<file path="src/rtl/tlut_adder_tree_pipe.sv">
// tlut_adder_tree_pipe: pipelined binary adder tree that reduces TLUT product
// terms into NOUT matrix-product elements. It uses valid/ready flow control
// with bubble collapsing.
//
// Handshake: a beat moves on the input when in_valid & in_ready, and on the
// output when out_valid & out_ready. out_valid/mult/out_sat come straight from
// the last stage registers. They hold while out_valid & ~out_ready.
//
// Optional feature: define ADDER_TREE_SAT_EN to clamp each final sum to the
// signed ACC_WIDTH range and report clamping on out_sat. Without it, sums wrap
// and out_sat is always 0.
module tlut_adder_tree_pipe #(
  parameter int DIM_ROW1  = 2,
  parameter int DIM_COL1  = 4,
  parameter int DIM_COL2  = 2,
  parameter int ACC_WIDTH = 16
) (
  input  logic                                      clk,
  input  logic                                      rst_n,
  input  logic                                      flush,
  input  logic                                      in_valid,
  output logic                                      in_ready,
  input  logic [DIM_ROW1*DIM_COL2*DIM_COL1-1:0][ACC_WIDTH-1:0] prod,
  output logic                                      out_valid,
  input  logic                                      out_ready,
  output logic [DIM_ROW1*DIM_COL2-1:0][ACC_WIDTH-1:0] mult,
  output logic                                      out_sat
);

  localparam int NOUT   = DIM_ROW1 * DIM_COL2;
  localparam int STAGES = (DIM_COL1 <= 1) ? 1 : $clog2(DIM_COL1);
  localparam int SW     = ACC_WIDTH + STAGES;          // growth-proof sum width
  localparam int PS     = (STAGES > 1) ? STAGES - 1 : 1; // wide intermediate stages

  // Intermediate stages keep a full DIM_COL1-wide slot array per group. Slots
  // beyond the live term count of a level are always zero. So "pair add" with a
  // zero partner is exactly the pass-through of an odd leftover term.
  logic signed [SW-1:0] pipe_q [PS][NOUT][DIM_COL1];
  logic signed [SW-1:0] nxt    [STAGES][NOUT][DIM_COL1];
  logic signed [SW-1:0] lvl    [2*DIM_COL1];

  logic [STAGES-1:0] v_q;
  logic [STAGES-1:0] load;
  logic [STAGES-1:0] vin;
  logic              accept;
  logic              ld_last;
  logic              full;

  logic [NOUT-1:0][ACC_WIDTH-1:0] mult_q;
  logic [NOUT-1:0][ACC_WIDTH-1:0] mult_d;
  logic                           sat_q;
  logic                           sat_d;

  // Stage load enables: a stage may load unless it and every stage after it is
  // full while the output is stalled.
  always_comb begin
    load = '0;
    vin  = '0;
    full = 1'b1;
    for (int s = 0; s < STAGES; s++) begin
      full = 1'b1;
      for (int t = s; t < STAGES; t++) full = full & v_q[t];
      load[s] = ~full | out_ready;
    end
    in_ready = load[0] & ~flush;
    accept   = in_valid & in_ready;
    vin[0]   = accept;
    for (int s = 1; s < STAGES; s++) vin[s] = v_q[s-1];
    ld_last  = load[STAGES-1] & vin[STAGES-1] & ~flush;
  end

  // Tree levels: each stage adds adjacent pairs of the previous level.
  always_comb begin
    for (int s = 0; s < STAGES; s++)
      for (int n = 0; n < NOUT; n++)
        for (int j = 0; j < DIM_COL1; j++) nxt[s][n][j] = '0;
    for (int i = 0; i < 2*DIM_COL1; i++) lvl[i] = '0;
    for (int n = 0; n < NOUT; n++) begin
      for (int i = 0; i < 2*DIM_COL1; i++) lvl[i] = '0;
      for (int i = 0; i < DIM_COL1; i++)
        lvl[i] = {{STAGES{prod[n*DIM_COL1+i][ACC_WIDTH-1]}}, prod[n*DIM_COL1+i]};
      for (int j = 0; j < DIM_COL1; j++) nxt[0][n][j] = lvl[2*j] + lvl[2*j+1];
    end
    for (int s = 1; s < STAGES; s++) begin
      for (int n = 0; n < NOUT; n++) begin
        for (int i = 0; i < 2*DIM_COL1; i++) lvl[i] = '0;
        for (int i = 0; i < DIM_COL1; i++) lvl[i] = pipe_q[s-1][n][i];
        for (int j = 0; j < DIM_COL1; j++) nxt[s][n][j] = lvl[2*j] + lvl[2*j+1];
      end
    end
  end

  // Final narrowing to ACC_WIDTH: clamp (with saturation flag) or wrap.
  always_comb begin
    mult_d = '0;
    sat_d  = 1'b0;
    for (int n = 0; n < NOUT; n++) begin
`ifdef ADDER_TREE_SAT_EN
      // In range only when the bits above the ACC_WIDTH sign bit all match it.
      if ((&nxt[STAGES-1][n][0][SW-1:ACC_WIDTH-1]) |
          (~|nxt[STAGES-1][n][0][SW-1:ACC_WIDTH-1])) begin
        mult_d[n] = nxt[STAGES-1][n][0][ACC_WIDTH-1:0];
      end else begin
        mult_d[n] = nxt[STAGES-1][n][0][SW-1] ? {1'b1, {(ACC_WIDTH-1){1'b0}}}
                                              : {1'b0, {(ACC_WIDTH-1){1'b1}}};
        sat_d     = 1'b1;
      end
`else
      mult_d[n] = nxt[STAGES-1][n][0][ACC_WIDTH-1:0];
`endif
    end
  end

  // Pipeline registers. The output registers only load real beats, so mult
  // holds its last value across bubbles and flushes.
  always_ff @(posedge clk) begin
    if (!rst_n) begin
      v_q    <= '0;
      mult_q <= '0;
      sat_q  <= 1'b0;
      for (int s = 0; s < PS; s++)
        for (int n = 0; n < NOUT; n++)
          for (int j = 0; j < DIM_COL1; j++) pipe_q[s][n][j] <= '0;
    end else begin
      for (int s = 0; s < STAGES - 1; s++)
        if (load[s]) pipe_q[s] <= nxt[s];
      if (ld_last) begin
        mult_q <= mult_d;
        sat_q  <= sat_d;
      end
      if (flush) begin
        v_q <= '0;
      end else begin
        for (int s = 0; s < STAGES; s++)
          if (load[s]) v_q[s] <= vin[s];
      end
    end
  end

  assign out_valid = v_q[STAGES-1];
  assign mult      = mult_q;
  assign out_sat   = sat_q;

endmodule
</file>
<file path="config.mk">
export PLATFORM = sky130hd
export DESIGN_NAME = tlut_adder_tree_pipe
export DESIGN_NICKNAME = d
export VERILOG_FILES = /design/src/rtl/tlut_adder_tree_pipe.sv
export SDC_FILE = /design/constraint.sdc
export NUM_CORES = 1
export LEC_CHECK = 0
export CORE_UTILIZATION = 48
export CTS_CLUSTER_DIAMETER = 80
export CTS_CLUSTER_SIZE = 40
export DETAILED_ROUTE_END_ITERATION = 7
export PLACE_DENSITY = 0.77
export SLEW_MARGIN = 20
export SYNTH_ARGS = -nofsm -noshare
export SYNTH_HDL_FRONTEND = slang
export SYNTH_SLANG_ARGS = --single-unit
export TNS_END_PERCENT = 1
</file>
<file path="constraint.sdc">
create_clock -name clk -period 5.8 [get_ports clk]
set_clock_uncertainty 0.2 [all_clocks]
set_input_delay 0.58 -clock clk [delete_from_list [all_inputs] [get_ports clk]]
set_output_delay 0.58 -clock clk [all_outputs]
set_load 0.05 [all_outputs]
</file>
==> flow_summary.toml <==
[route]
routed_wirelength_um = 38100
num_vias = 13200
drt_pass1_iterations = 5
drc = 0
wire_per_inst_um = 16.0
drt_iter0_drc = 817
ant_nets = 0
viasPerCell = 5.54

[clock_network]
cts-root-buf = "clkbuf_16"
cts_sinks = 194
cts_tree = "built"
htreeDepth = 4
post_cts_buffers = 0
cts_hold_buf = 0
clk_pin_slew_ns = 0.07
cts_resized = 0
clk_latency_ns = 0.43
clk_path_buf_depth = 2
cts_buffers = 17

[final_layout]
syn_to_final_growth_pct = 29.1
antenna_cells = 0
finalNonFillerCells = 2385
layout.nets = 2441
post-route-util_pct = 63.7
drive_above_1_share_pct = 2.65
fin_area_um2 = 18400

[sta]
finalHoldViolations = 0
finalMaxSlewViolations = 0
max_clock_freq_mhz = 311
worst_pin_slew_ns = 1.00
period_share_pct = 55.5
maxSlewHeadroom_pct = 33.4
fin_tns_setup_ns = 0
setup-violations-final = 0
rsz0062_at_grt = "false"
period_needed_ns = 3.22
setup_ws_ns = 2.58

[place]
post_dp_cell_area_um2 = 17800
pre_cts_slack_ns = 2.19
dp_hpwl_um = 29500
place_inst = 2353
place.gp.congestion = 0.898
port_buffers = 326

[grt]
gr-usage-met2_pct = 43.0
first_global_vias = 13100
antenna_found_initial = 0
grt_pass1_wl_um = 62900
overflow = 0
grtUsageMet3_pct = 3.70
use_met1_pct = 32.8
grt_usage_pct = 25.1
grt_start_max_net_pins = 96
busiest_layer = "met2"

[run_status]
status = "finished, final reports clean"

[setup_path]
crit_fanout = 83
critPathRequiredTime_ns = 5.88
crit_path_start_kind = "primary input"
endpoint_kind = "register"
crit_arrival_ns = 3.29
criticalPathCategory = "primary input to register"

[power]
p_sw_share_pct = 33.0
switching_power_uw = 1430
ir_drop_uv = 195
p_seq_share_pct = 36.4
clockPowerShare_pct = 27.9
pwr-share-comb_pct = 35.7
internal_power_uw = 2890
powerDensity_nw_per_um2 = 235
leakage_uw = 0.00809

[logic_synthesis]
ys_top_cells_by_area = "dfxtp_1 25%, ha_1 16%, nand2_1 6.4%"
yosys.area.top_type_share_pct = 25.0
synthCells = 1698
ys_types = 68
yosys-top-cells-count = "245 x nand2_1, 180 x ha_1, 178 x dfxtp_1"
synthArstFlopShare_pct = 0
syn_area_per_cell_um2 = 8.40
synth_top_area_cell = "dfxtp_1"
syn_area_um2 = 14300
synth-seq-cells = 194
synth_most_common_cell = "nand2_1"
synth-seq-area-share_pct = 28.4
synth_warnings = 0
synth-edff-count = 16
syn-num-nets = 2151
synth_flop_cell = "dfxtp_1"

[worst_hold_path]
hold_class = "register to register"

[floorplanning]
rows = 62
core_region_area_um2 = 28900
die_y_um = 174
die-area_um2 = 30400
die_w_um = 174
ios = 328
start_util_pct = 49.3

[job]
drv_cap = 0
[registers in the layout, indices dropped and copies added (netlist names)]
register	cells
mult	64
v_q	2
pipe_q	128
[layout by cell type, fill, tap and decap left out, types with 6 or more instances in the layout]
| master | count |
|---|---|
| nor4_1 | 7 |
| o211a_1 | 29 |
| a32o_1 | 6 |
| o31ai_1 | 8 |
| and2_1 | 45 |
| nand2_1 | 244 |
| a21oi_1 | 111 |
| clkdlybuf4s50_1 | 325 |
| ha_1 | 180 |
| o41ai_1 | 8 |
| dfxtp_1 | 178 |
| edfxtp_1 | 16 |
| o21ai_0 | 144 |
| nor2b_1 | 16 |
| a211oi_1 | 8 |
| a211o_1 | 9 |
| nand3_1 | 32 |
| or3_1 | 13 |
| o21bai_1 | 11 |
| nor3_1 | 14 |
| inv_1 | 48 |
| a2111oi_0 | 11 |
| xnor2_1 | 88 |
| nand2b_1 | 38 |
| fa_1 | 12 |
| a21o_1 | 66 |
| a21boi_0 | 50 |
| a41oi_1 | 9 |
| a31oi_1 | 24 |
| xor2_1 | 67 |
| nor2_1 | 68 |
| o21a_1 | 16 |
| clkbuf_16 | 17 |
| and3_1 | 9 |
[worst max-delay path: stages]
cell             delay (ns)
clkdlybuf4s50_1        0.46
nor2b_1                0.10
nand2_4                0.72
and2_1                 0.82
nand3_1                0.20
mux2_2                 0.32
o211ai_1               0.09
[stage by stage]
stage	hold slack (ns)	power (uW)
finish	0.255	4320
global route	0.277	4590
CTS	0.258	4330
detailed placement	0.246	3130
global placement	0.235	3090
floorplan	0.229	2650
[power by group through the flow]
stage | clock network, uW | logic (uW) | registers, uW
finish | 1200 | 1540 | 1570
CTS | 1220 | 1540 | 1570
floorplan | 0 | 1020 | 1630
global route | 1280 | 1710 | 1590
detailed placement | 0 | 1520 | 1600
global placement | 0 | 1490 | 1600
[final timing paths]
check / start / endpoint / slack (ns) / depth (start not counted)
hold / removal: mult[31] / mult[31] / 0.25 / 2
setup reg to reg: pipe_q[0][0] / mult[60] / 2.74 / 10
setup / recovery: out_ready / pipe_q[0][141] / 2.58 / 7
hold reg to reg: mult[31] / mult[31] / 0.25 / 2
[routing by layer]
metal  part of all wire (%)  vias up  wire [um]
met2                     47      376      17900
met3                    5.0       39       1920
met1                     47     6125      17700
met4                    1.4        0        539
li1                       -     6677          -
met5                      0        -          0
[layout make-up]
| type | count | area [um2] |
|---|---|---|
| Inverter | 48 | 180 |
| Fill cell | 2429 | 10500 |
| Tap cell | 384 | 480 |
| Sequential cell | 194 | 4040 |
| Clock inverter | 13 | 149 |
| Clock buffer | 19 | 443 |
| Timing Repair Buffer | 330 | 3290 |
| Multi-Input combinational cell | 1397 | 9830 |
[logic make-up after synthesis]
kind of cell | Yosys count | synth area share (%)
adders and majority gates | 192 | 17.5
other | 1 | 0.0263
and+or+nand+nor | 509 | 16.6
buffers and inverters | 107 | 2.84
muxes | 3 | 0.219
DFF | 194 | 28.4
xor gates and xnor gates | 155 | 9.52
AOI/OAI and AO/OA | 537 | 25.0
No activity file was read; power rests on OpenSTA's default activity.
